<file path="src/rtl/spi_flash_pkg.sv">
// spi_flash_pkg: states and opcodes shared by the SPI flash responder and controller
package spi_flash_pkg;
    typedef enum logic [2:0] {
        S_IDLE,
        S_CMD,
        S_ADDR,
        S_DATA,
        S_ID,
        S_IGNORE
    } spi_resp_state_t;

    localparam logic [7:0] SPI_CMD_READ  = 8'h03;
    localparam logic [7:0] SPI_CMD_JEDEC = 8'h9F;
    localparam int         SPI_ADDR_BITS = 24;
endpackage

</file>
<file path="src/rtl/spi_flash_responder_if.sv">
// spi_flash_responder_if: four-wire SPI link between flash controller and responder
interface spi_flash_responder_if;
    logic SPI_CS;
    logic SPI_SCK;
    logic SPI_SI;
    logic SPI_SO;

    modport master (output SPI_CS, SPI_SCK, SPI_SI, input SPI_SO);
    modport slave  (input SPI_CS, SPI_SCK, SPI_SI, output SPI_SO);
endinterface

</file>
<file path="src/rtl/spi_in_sync.sv">
// spi_in_sync: two-flop synchroniser for CS/SCK/SI plus SCK edge detection
module spi_in_sync (
    input  logic clk,
    input  logic rst_n,
    input  logic cs_n_in,
    input  logic sck_in,
    input  logic si_in,
    output logic cs_n,
    output logic si,
    output logic sck_rise,
    output logic sck_fall
);
    logic [1:0] cs_q, cs_d;
    logic [1:0] sck_q, sck_d;
    logic [1:0] si_q, si_d;
    logic       sck_prev_q, sck_prev_d;

    always_comb begin
        cs_d       = {cs_q[0], cs_n_in};
        sck_d      = {sck_q[0], sck_in};
        si_d       = {si_q[0], si_in};
        sck_prev_d = sck_q[1];
    end

    // CS resets deasserted so the responder does not see a phantom transaction
    always_ff @(posedge clk or negedge rst_n) begin
        if (!rst_n) begin
            cs_q       <= 2'b11;
            sck_q      <= 2'b00;
            si_q       <= 2'b00;
            sck_prev_q <= 1'b0;
        end else begin
            cs_q       <= cs_d;
            sck_q      <= sck_d;
            si_q       <= si_d;
            sck_prev_q <= sck_prev_d;
        end
    end

    assign cs_n     = cs_q[1];
    assign si       = si_q[1];
    assign sck_rise = sck_q[1] & ~sck_prev_q;
    assign sck_fall = ~sck_q[1] & sck_prev_q;
endmodule

</file>
<file path="src/rtl/spi_flash_responder.sv">
// spi_flash_responder: device end of an SPI flash link serving READ and JEDEC ID from a ROM port
module spi_flash_responder
    import spi_flash_pkg::*;
#(
    parameter int          ADDR_W   = 20,
    parameter logic [23:0] JEDEC_ID = 24'hEF4016
) (
    input  logic                 CLK,
    input  logic                 resetn,
    spi_flash_responder_if.slave spi,
    output logic                 rom_rd_en,
    output logic [ADDR_W-1:0]    rom_addr,
    input  logic [7:0]           rom_data,
    output logic                 active,
    output logic [7:0]           last_cmd
);
    localparam logic [4:0] ADDR_LAST = 5'(SPI_ADDR_BITS - 1);
    localparam logic [4:0] ADDR_DONE = 5'(SPI_ADDR_BITS);

    logic cs_n, si, sck_rise, sck_fall;

    spi_in_sync u_sync (
        .clk      (CLK),
        .rst_n    (resetn),
        .cs_n_in  (spi.SPI_CS),
        .sck_in   (spi.SPI_SCK),
        .si_in    (spi.SPI_SI),
        .cs_n     (cs_n),
        .si       (si),
        .sck_rise (sck_rise),
        .sck_fall (sck_fall)
    );

    spi_resp_state_t   state_q, state_d;
    logic [4:0]        bit_cnt_q, bit_cnt_d;
    logic [7:0]        shreg_q, shreg_d;
    logic [ADDR_W-2:0] addr_q, addr_d;
    logic [7:0]        next_byte_q, next_byte_d;
    logic [1:0]        id_idx_q, id_idx_d;
    logic              rose_q, rose_d;
    logic              rd_q, rd_d;
    logic              rd_dly_q, rd_dly_d;
    logic [ADDR_W-1:0] rom_addr_q, rom_addr_d;
    logic [7:0]        last_cmd_q, last_cmd_d;
    logic [7:0]        cmd_byte, id_byte;
    logic [ADDR_W-1:0] full_addr;

    assign cmd_byte  = {shreg_q[6:0], si};
    assign full_addr = {addr_q, si};
    assign id_byte   = id_idx_q == 2'd0 ? JEDEC_ID[15:8] : id_idx_q == 2'd1 ? JEDEC_ID[7:0] : 8'hFF;

    always_comb begin
        state_d     = state_q;
        bit_cnt_d   = bit_cnt_q;
        shreg_d     = shreg_q;
        addr_d      = addr_q;
        next_byte_d = next_byte_q;
        id_idx_d    = id_idx_q;
        rose_d      = rose_q;
        rd_d        = 1'b0;
        rd_dly_d    = rd_q;
        rom_addr_d  = rom_addr_q;
        last_cmd_d  = last_cmd_q;
        if (cs_n && state_q != S_IDLE) begin
            state_d     = S_IDLE;
            bit_cnt_d   = '0;
            shreg_d     = '0;
            addr_d      = '0;
            next_byte_d = '0;
            id_idx_d    = '0;
            rose_d      = 1'b0;
            rd_dly_d    = 1'b0;
        end else begin
            case (state_q)
                S_IDLE: if (!cs_n) begin
                    state_d   = S_CMD;
                    bit_cnt_d = '0;
                    shreg_d   = '0;
                end
                S_CMD: if (sck_rise) begin
                    bit_cnt_d = bit_cnt_q + 5'd1;
                    shreg_d   = cmd_byte;
                    if (bit_cnt_q == 5'd7) begin
                        last_cmd_d = cmd_byte;
                        bit_cnt_d  = '0;
                        rose_d     = 1'b0;
                        id_idx_d   = '0;
                        shreg_d    = cmd_byte == SPI_CMD_JEDEC ? JEDEC_ID[23:16] : cmd_byte;
                        state_d    = cmd_byte == SPI_CMD_READ  ? S_ADDR :
                                     cmd_byte == SPI_CMD_JEDEC ? S_ID : S_IGNORE;
                    end
                end
                S_ADDR: begin
                    if (rd_dly_q) begin
                        shreg_d   = rom_data;
                        bit_cnt_d = '0;
                        rose_d    = 1'b0;
                        state_d   = S_DATA;
                    end else if (sck_rise && bit_cnt_q != ADDR_DONE) begin
                        addr_d    = full_addr[ADDR_W-2:0];
                        bit_cnt_d = bit_cnt_q + 5'd1;
                        if (bit_cnt_q == ADDR_LAST) begin
                            rd_d       = 1'b1;
                            rom_addr_d = full_addr;
                        end
                    end
                end
                // A falling edge only shifts once a rising edge of the byte has
                // been seen, so the edge trailing the command/address is ignored.
                S_DATA, S_ID: begin
                    if (state_q == S_DATA && rd_dly_q) next_byte_d = rom_data;
                    if (sck_rise) begin
                        rose_d    = 1'b1;
                        bit_cnt_d = bit_cnt_q + 5'd1;
                        if (state_q == S_DATA && bit_cnt_q == 5'd0) begin
                            rd_d       = 1'b1;
                            rom_addr_d = rom_addr_q + ADDR_W'(1);
                        end
                    end else if (sck_fall && rose_q) begin
                        rose_d  = 1'b0;
                        shreg_d = shreg_q << 1;
                        if (bit_cnt_q == 5'd8) begin
                            bit_cnt_d = '0;
                            shreg_d   = state_q == S_DATA ? next_byte_q : id_byte;
                            id_idx_d  = id_idx_q + 2'(id_idx_q != 2'd3);
                        end
                    end
                end
                S_IGNORE: ;
                default: state_d = S_IDLE;
            endcase
        end
    end

    always_ff @(posedge CLK or negedge resetn) begin
        if (!resetn) begin
            state_q     <= S_IDLE;
            bit_cnt_q   <= '0;
            shreg_q     <= '0;
            addr_q      <= '0;
            next_byte_q <= '0;
            id_idx_q    <= '0;
            rose_q      <= 1'b0;
            rd_q        <= 1'b0;
            rd_dly_q    <= 1'b0;
            rom_addr_q  <= '0;
            last_cmd_q  <= '0;
        end else begin
            state_q     <= state_d;
            bit_cnt_q   <= bit_cnt_d;
            shreg_q     <= shreg_d;
            addr_q      <= addr_d;
            next_byte_q <= next_byte_d;
            id_idx_q    <= id_idx_d;
            rose_q      <= rose_d;
            rd_q        <= rd_d;
            rd_dly_q    <= rd_dly_d;
            rom_addr_q  <= rom_addr_d;
            last_cmd_q  <= last_cmd_d;
        end
    end

    assign spi.SPI_SO = (state_q == S_DATA || state_q == S_ID) ? shreg_q[7] : 1'b0;
    assign rom_rd_en  = rd_q;
    assign rom_addr   = rom_addr_q;
    assign active     = ~cs_n;
    assign last_cmd   = last_cmd_q;
endmodule

</file>
<file path="src/flat_wrapper.sv">
// flat-port wrapper written by rule: the top's interface ports become plain ports
module spi_flash_responder_flat import spi_flash_pkg::*;
#(
    parameter int          ADDR_W   = 20,
    parameter logic [23:0] JEDEC_ID = 24'hEF4016
)
  (CLK, resetn, rom_rd_en, rom_addr, rom_data, active, last_cmd, spi_SPI_CS, spi_SPI_SCK, spi_SPI_SI, spi_SPI_SO);
  spi_flash_responder_if spi_i ();
  input  logic CLK;
  input  logic resetn;
  output logic rom_rd_en;
  output logic [ADDR_W-1:0] rom_addr;
  input  logic [7:0] rom_data;
  output logic active;
  output logic [7:0] last_cmd;
  input wire logic [$bits(spi_i.SPI_CS)-1:0] spi_SPI_CS;
  input wire logic [$bits(spi_i.SPI_SCK)-1:0] spi_SPI_SCK;
  input wire logic [$bits(spi_i.SPI_SI)-1:0] spi_SPI_SI;
  output wire logic [$bits(spi_i.SPI_SO)-1:0] spi_SPI_SO;
  assign spi_i.SPI_CS = spi_SPI_CS;
  assign spi_i.SPI_SCK = spi_SPI_SCK;
  assign spi_i.SPI_SI = spi_SPI_SI;
  assign spi_SPI_SO = spi_i.SPI_SO;
  spi_flash_responder #(.ADDR_W(ADDR_W), .JEDEC_ID(JEDEC_ID)) u_core (.CLK(CLK), .resetn(resetn), .spi(spi_i), .rom_rd_en(rom_rd_en), .rom_addr(rom_addr), .rom_data(rom_data), .active(active), .last_cmd(last_cmd));
endmodule
</file>
<file path="config.mk">
export PLATFORM = sky130hd
export DESIGN_NAME = spi_flash_responder_flat
export DESIGN_NICKNAME = d
export VERILOG_FILES = /design/src/rtl/spi_flash_pkg.sv /design/src/rtl/spi_flash_responder_if.sv /design/src/rtl/spi_in_sync.sv /design/src/rtl/spi_flash_responder.sv /design/src/flat_wrapper.sv
export SDC_FILE = /design/constraint.sdc
export NUM_CORES = 1
export LEC_CHECK = 0
export BUFFER_PORTS_ARGS = -buffer_cell sky130_fd_sc_hd__buf_4
export CORE_ASPECT_RATIO = 2
export CORE_MARGIN = 2
export CORE_UTILIZATION = 64
export DETAILED_ROUTE_END_ITERATION = 6
export PLACE_DENSITY = 0.85
export SYNTH_ARGS = -nofsm -noshare
export SYNTH_HDL_FRONTEND = slang
export SYNTH_SLANG_ARGS = --single-unit
</file>
<file path="constraint.sdc">
create_clock -name CLK -period 6.3 [get_ports CLK]
set_clock_uncertainty 0.05 [all_clocks]
set_input_delay 0.315 -clock CLK [delete_from_list [all_inputs] [get_ports CLK]]
set_output_delay 0.315 -clock CLK [all_outputs]
set_load 0.1 [all_outputs]
</file>
==> impl_summary.md, run 1 <==
Floorplan
Pin placement for this block handled between 40 and 50 I/O pins. The die covers about 8100 um2. The initialized floorplan defines 44 standard-cell rows. The die outline width is 64.5 um. The die is ~130 um tall. Once the floorplan was initialized, standard cells occupied 65.5% of the core.

The total core area is about 7200 um2.

Routing
The total length of routed wires is between 10 and 15 mm. The number of search-and-repair iterations in the first detailed-routing pass is 5. For this run, design rule violations remaining after detail routing come to 0. The first-iteration detailed-routing DRC count is between 400 and 500. The detailed router placed ~4000 vias in this run. Dividing the detail-routed via count by the number of cells gives approximately 6.5.

The number of nets with antenna violations after detailed routing is 0. In the final routed layout, each cell accounts on average for 18.3 um.

Clock network
The number of sinks on the clock net is 83. The clock transition at the register clock pins on the worst setup and hold paths after CTS is approximately 60 ps. The total number of H-tree levels is 3.

The post-CTS repair timing setup buffer count is 0. In this run, post-CTS hold repair placed 0 buffers. The worst-skew pair later-pin latency is 340 ps.

In this run, post-CTS repair resized a total of 0 instances. The maximum count of clock buffers along a single path is 2. The number of buffers added by the clock tree synthesis step is 9. The master cell of the clock root buffer is clkbuf_16.

The CTS tree is built.

Logic synthesis
The top-area cell type share of the netlist area is between 40% and 50%. The cell area after synthesis is 4690 um2. Sorting the synthesized cells by area gives the leading types as dfrtp_1 (43%), mux2i_1 (4.5%), nor2_1 (4.5%). The Yosys step of the flow raised 0 warnings.

After synthesis the netlist holds a flip-flop and latch count of 83. Counting distinct cell types in the post-synthesis netlist gives 76. The number of enable-type register cells in the synthesized netlist is 0. The cell count after synthesis came out at just under 500. After synthesis, the mean cell area works out to slightly below 10 um2. The synthesized design spends more area on one cell type than any other, namely dfrtp_1. The share of the Yosys chip area taken by registers is 44.4%. Among all flip-flop cells after synthesis, the most frequent one is dfrtp_1.

The number of nets in the synthesized netlist is roughly 500. For this run, asynchronously set or reset flops after synthesis account for 100%.

Global routing
The number of antenna violations at the first check in global routing is 0. The largest net degree at the start of global routing is between 80 and 90. The via count of the first global-routing pass is roughly 3800. Global routing used 29.4% of the available tracks. The met1 usage is 39.5%. met2 is the most crowded layer.

Global routing consumed, on the met2 layer, approximately 44% of the routing resources. The first-pass GRT wire length is roughly 18 mm. The met3 layer usage reported by global route is 5.49%. The remaining global-route overflow is 0.

Power
Per report_power, the clock group accounts for a little under two fifths of the total. The worst-case IR drop observed on VDD is 0.000251 V. The portion of total power attributed to sequential cells is 41.1%. Internal power comes to 1.00 mW. The analysis attributes to net switching a power of between 0.4 and 0.5 mW.

Summed over all cells, the static leakage comes to 2.38 nW. The design draws 1.46 mW. The fraction of power consumed by combinational cells is 21.1%. The power density relative to cell area is roughly 280 nW/um2. The share of total power consumed by net switching is between 30% and 40%.

STA
At the pin with the least slew margin, the transition time is roughly 1200 ps. The minimum setup slack in the final design is approximately 3200 ps. Setup repair after global routing left no endpoint under its margin. Setup violations remaining at the end of the flow were counted as 0. The relative slew slack is 19.1%. The number of slew-limit violations in the final report is 0. The highest clock frequency the design can meet is ~330 MHz. The number of hold violations in the final report is 0. The routed design could run at a clock period as short as between 3000 and 4000 ps.

Summed over all failing endpoints, the final setup total negative slack is 0 ps. Of the available clock period, the critical path in the final layout requires between 40% and 50%.

Placed design
Routability-driven placement finished with a final weighted congestion of 1.00. The detailed placement HPWL is between 7 and 8 mm. The worst slack at placement is around 3700 ps.

The number of port buffers is 43. The area of placed instances is about 5000 um2.

Critical path
The top fanout value on the critical path is 38. The endpoint of the worst register-to-register path is u_core.shreg_q[5]. Data on the critical path is required at its endpoint by around 5900 ps. The beginning of the worst register-to-register path is u_core.state_q[0].

The critical path is of the reg -> out type. The worst setup path is launched from a register. The worst setup path is captured at a primary output.

Counting cells, the worst reg-to-reg path comes to 5. The arrival time reported for the critical path endpoint is ~2700 ps. The setup check on the worst reg-to-reg path leaves a slack of 3570 ps.

Final layout
Summing all flip-flop and latch instances after layout gives 2080 um2. Fill cells in the final layout number between 500 and 600. From synthesis to final layout, the design area changed by 11.4%. The number of nets in the final layout is 530. The count of antenna diodes in the layout is 0. The most common library cell in the layout ignoring fill and taps is dfrtp_1. Summing all multi-input logic gate instances after layout gives ~2300 um2.

The layout cell share with drive strength beyond 1 is between 15 and 20%. Leaving out fill and tap cells, the most frequent cells in the layout are dfrtp_1 (81), nor2_1 (55), nand2_1 (53), buf_4 (46), a21oi_1 (33). The post-layout instance area is about 5200 um2.

Min path
The end point of the most critical hold path is u_core.u_sync.sck_q[0]. The critical hold path startpoint is spi_SPI_SCK. Along the worst hold path, the cell count comes to 1. The path class of the lowest-slack min-delay path is in -> reg.

Status
The flow ran to the end, and the final reports show no timing, DRC or antenna violations.

Run
The total of max-cap violations is 0.
## power groups by stage
stage	sequential [mW]	combinational (mW)	clock [mW]
5_1_grt	0.604	0.340	0.575
4_1_cts	0.598	0.304	0.555
2_1_floorplan	0.605	0.247	0
6_report	0.600	0.309	0.552
3_3_place_gp	0.606	0.296	0
3_5_place_dp	0.607	0.300	0
## cell families after synthesis
logic type / after synthesis / synth area share, %
muxes: 30 / 6.73
AOI/OAI and AO/OA: 142 / 22.1
adders and majority gates: 3 / 0.801
and+or+nand+nor: 186 / 19.8
DFF: 83 / 44.4
buffers and inverters: 42 / 6.03
xor gates and xnor gates: 1 / 0.187
## stage by stage
step	cells	hold WS, ps	util, %
finish	611	28.5	73.0
global route	611	31.2	73.0
CTS	611	28.0	73.0
detailed placement	595	292	68.7
global placement	595	288	68.7
floorplan	487	-30.6	-
## worst max-delay path, cell delays in order, from the launching register on
cell and delay [ps]:
dfrtp_1 690, or3b_1 680, nand2_1 150, buf_4 380
and2_1 180, buf_4 280
## worst max path at each step
stage,start,end,cells after the start,slack (ps)
2_1_floorplan,u_core.rom_addr[0],u_core.rom_addr[16],6,3820
3_3_place_gp,u_core.state_q[0],spi_SPI_SO,5,3670
3_5_place_dp,u_core.state_q[0],spi_SPI_SO,5,3650
4_1_cts,u_core.state_q[0],spi_SPI_SO,5,3280
5_1_grt,u_core.state_q[0],spi_SPI_SO,5,3100
6_report,u_core.state_q[0],spi_SPI_SO,5,3230
## synth_stat cells (5+ instances only)
| cell | instances |
|---|---|
| buf_2 | 5 |
| buf_4 | 7 |
| mux2_2 | 8 |
| a22o_1 | 6 |
| o22ai_1 | 5 |
| nor3_1 | 7 |
| nand2_1 | 53 |
| nor2_1 | 56 |
| clkbuf_1 | 7 |
| nor2b_1 | 6 |
| nand3_1 | 20 |
| dfrtp_1 | 81 |
| buf_6 | 7 |
| o21ai_0 | 27 |
| a31oi_1 | 5 |
| mux2i_1 | 21 |
| a21oi_2 | 7 |
| a21oi_1 | 33 |
| nand4_1 | 9 |
| inv_1 | 12 |
| o211ai_1 | 5 |
| a2bb2oi_2 | 5 |
## final cells by class
class | count | area share, %
clock buffer | 12 | 4.53
tap | 92 | 2.20
clock inverter | 4 | 1.44
multi-input combinational | 362 | 44.6
inverter | 12 | 0.862
timing repair buffer | 46 | 6.61
sequential | 83 | 39.8
## routing by layer
metal / up-vias / part of all wire [%]
met5: - / 0
met4: 0 / 4.2
met3: 48 / 7.1
met2: 214 / 48
met1: 1888 / 41
li1: 1840 / -
## sequential cells by signal, summed over array words and instances (netlist names), 2 cells and up
signal	count
u_core.shreg_q	8
u_core.next_byte_q	8
u_core.bit_cnt_q	5
u_core.state_q	3
u_core.u_sync.sck_q	2
u_core.u_sync.cs_q	2
u_core.id_idx_q	2
u_core.rom_addr	20
u_core.u_sync.si_q	2
u_core.addr_q	19
u_core.last_cmd	8
(Power assumes the default switching activity.)
==> inputs of run 2 (changes only) <==
CORE_UTILIZATION = 54   (was 64)
PLACE_DENSITY = 0.77   (was 0.85)
clock period = 2.5 ns   (was 6.3 ns; I/O delays follow)
==> run 2 against run 1 <==
Net effect:
- non-clock buffer count grew 22
- clock power grew to 2.6 times the previous value
- global-route usage down 2.5 points
- clock-buffer cell count down 1
- via count is 3.9% higher
- critical path depth unchanged
- total power grew to 2.6 times the previous value
- final cell count grew 4.9%
- first-iteration DRC count shrank 26%
- core utilization is 9.3 points lower
- register-to-register slack lost 3400 ps
- hold slack worse by 22 ps
==> impl_summary.md, run 2 (synthesized netlist as in run 1, its figures left out) <==
Status
The run finished with clean final reports.

Critical path
The top fanout value on the critical path was 12 (-68%). The arrival time reported for the critical path endpoint was 2550 ps (-160 ps). The data required time at the worst endpoint came to 2680 ps (-3250 ps).

The worst setup path is launched from a register. The critical path is of the reg -> reg type. STA classifies the critical path endpoint as a register.

Routing
The total length of routed wires is 12.4 mm (+11%). The final routed wire length divided by cell count was 19.4 um (+6.2%). The via count normalized by instance count is 6.47 (-0.93%). The number of remaining DRC errors is 0 (unchanged). The number of nets with antenna violations after detailed routing is 0 (unchanged). The first-iteration detailed-routing DRC count came to 327 (-26%). The number of search-and-repair iterations in the first detailed-routing pass is 5 (unchanged). The via count is 4147 (+3.9%).

Placed design
The number of port buffers was 43 (unchanged). The detailed placement HPWL is 9.05 mm (+24%). The routability congestion estimate from global placement is 0.984 (-1.7%).

Floorplan
The number of cell rows is 48 (+9.1%). The vertical die dimension is 136 um (+8.6%). The number of top-level design ports was 44 (unchanged). The overall die area came to 9490 um2 (+18%). The effective utilization at floorplan was 55.0% (-11 points). The total core area is 8530 um2 (+19%). The die outline width was 69.9 um (+8.3%).

Clock network
TritonCTS built the clock tree. The number of sinks on the clock net is 83 (unchanged). The number of buffers added by the clock tree synthesis step was 9 (unchanged).

The maximum count of clock buffers along a single path is 2 (unchanged). The worst-skew pair later-pin latency was 340 ps (about the same). The total number of H-tree levels came to 3 (unchanged). The clock transition at the register clock pins on the worst setup and hold paths after CTS is 60 ps (about the same). In this run the clock root is driven by a clkbuf_16.

STA
The slew at the pin with the worst max-slew slack is 1060 ps (-152 ps). The sum of negative setup slack was 0 ps (unchanged). The relative slew slack is 29.3% (+10 points). Setup repair after global routing left no endpoint under its margin. Based on the critical path, the design can be clocked at up to about 420 MHz. The number of hold violations in the final report is 0 (unchanged).

The worst path uses 95.0% of the clock period. The number of failing setup endpoints in the final timing report is 0 (unchanged). The number of slew-limit violations in the final report is 0 (unchanged). The time the final worst path needs with I/O delays and setup is between 2000 and 2500 ps.

Final layout
The final design utilization is 63.7% (-9.3 points). The number of nets in the final layout is 552 (+4.2%). The top cell types in the final layout, fill and taps aside, are dfrtp_1 (81), buf_4 (62), nor2_1 (55), nand2_1 (52), a21oi_1 (33). The layout cell share with drive strength beyond 1 is 22.2% (+2.7 points). Leaving out fill and tap cells, the most frequent cell in the layout is dfrtp_1. The area growth from synthesis to layout is 15.9%. The final-layout fill cell count is 730 (+35%). The count of antenna diodes in the layout is 0 (unchanged). The flip-flop count of the largest register, all copies and words added is 20 (unchanged).

Min path
The tightest min-delay check is of the in -> reg type.

Global routing
The overall routing resource usage is 26.9% (-2.5 points). The via count of the first global-routing pass was 4124 (+9.1%). The largest net degree at the start of global routing is 84 (unchanged). The number of antenna violations at the first check in global routing is 0 (unchanged). The remaining global-route overflow was 0 (unchanged). The first-pass GRT wire length is 20.0 mm (+8.7%).

Power
The static leakage is 2.49 nW (+5.0%). The internal power contribution is 2.61 mW (+160%). The peak supply drop is 0.000499 V (+99%). The power density relative to cell area is 705 nW/um2 (+150%). The fraction of power consumed by combinational cells came to 23.7% (+2.6 points). The portion of total power attributed to sequential cells is 38.3% (-2.8 points). The share of total power consumed by net switching is 31.9% (+0.41 points). The relative contribution of the clock network to total power came to 38.0% (+0.2 points). The switching power of the nets is 1.22 mW (+170%).

Run
The total of max-cap violations is 0 (unchanged).
## run 2: cell count changes in the layout (fill, tap and decap cells not counted)
cell,delta
buf_4,+16
dlygate4sd3_1,+6
clkbuf_1,-2
clkbuf_8,+1
clkinv_4,+1
clkinvlp_4,-1
inv_6,+1
nand2_1,-1
nand2_2,+1
## run 2: repair_timing
item | CTS | global route
setup endpoints to repair | 1 | 0
buffers inserted | 0 | 0
hold buffers | 6 | 0
hold endpoints to repair | 86 | 0
resized for setup | 1 | 0
## run 2: critical path, cell delays in order (launching register included)
cell	delay, ps
dfrtp_1	480
or3b_1	560
a21oi_4	260
a221o_1	450
nor2_1	210
a22o_1	240
## run 2: through the flow
stage / total power [mW] / setup WS, ps / instance area (um2) / hold WS [ps] / cells
2_1_floorplan: 2.15 / 15.9 / 4690 / -221 / 487
3_3_place_gp: 2.35 / 266 / 5040 / 183 / 619
3_5_place_dp: 2.38 / 203 / 5040 / 185 / 619
4_1_cts: 3.84 / 151 / 5430 / 0.0666 / 641
5_1_grt: 3.99 / 10.8 / 5430 / 11.3 / 641
6_report: 3.83 / 124 / 5430 / 6.00 / 641
## run 2: path summary, 6_finish.rpt
path | slack (ps) | cells past startpoint | endpoint | startpoint
worst max-delay path | 120 | 5 | u_core.shreg_q[6] | u_core.state_q[2]
worst min-delay path | 6 | 3 | u_core.next_byte_q[2] | rom_data[2]
worst max register to register | 120 | 5 | u_core.shreg_q[6] | u_core.state_q[2]
worst min register to register | 300 | 0 | u_core.u_sync.si_q[1] | u_core.u_sync.si_q[0]
max in group asynchronous | 1250 | 2 | u_core.last_cmd[7] | resetn
min in group asynchronous | 430 | 2 | u_core.addr_q[15] | resetn
## run 2: metal layers
layer	part of all wire [%]	global-route usage, %
met1	36	27.8
met2	53	48.0
met3	4.7	4.46
met4	5.6	19.6
met5	0	0
## run 2: power groups by stage
| stage | clock network (mW) | registers, mW | logic [mW] |
|---|---|---|---|
| 3_3_place_gp | 0 | 1.49 | 0.868 |
| 3_5_place_dp | 0 | 1.49 | 0.887 |
| 6_report | 1.46 | 1.47 | 0.908 |
| 5_1_grt | 1.54 | 1.48 | 0.977 |
| 4_1_cts | 1.48 | 1.46 | 0.899 |
| 2_1_floorplan | 0 | 1.53 | 0.623 |
## run 2: final cells by class
class	instances	area (um2)	area share [%]
tap	100	125	2.30
clock inverter	5	85.1	1.57
clock buffer	11	243	4.47
inverter	12	45.0	0.829
sequential	83	2080	38.3
timing repair buffer	68	526	9.67
multi-input combinational	362	2330	42.9
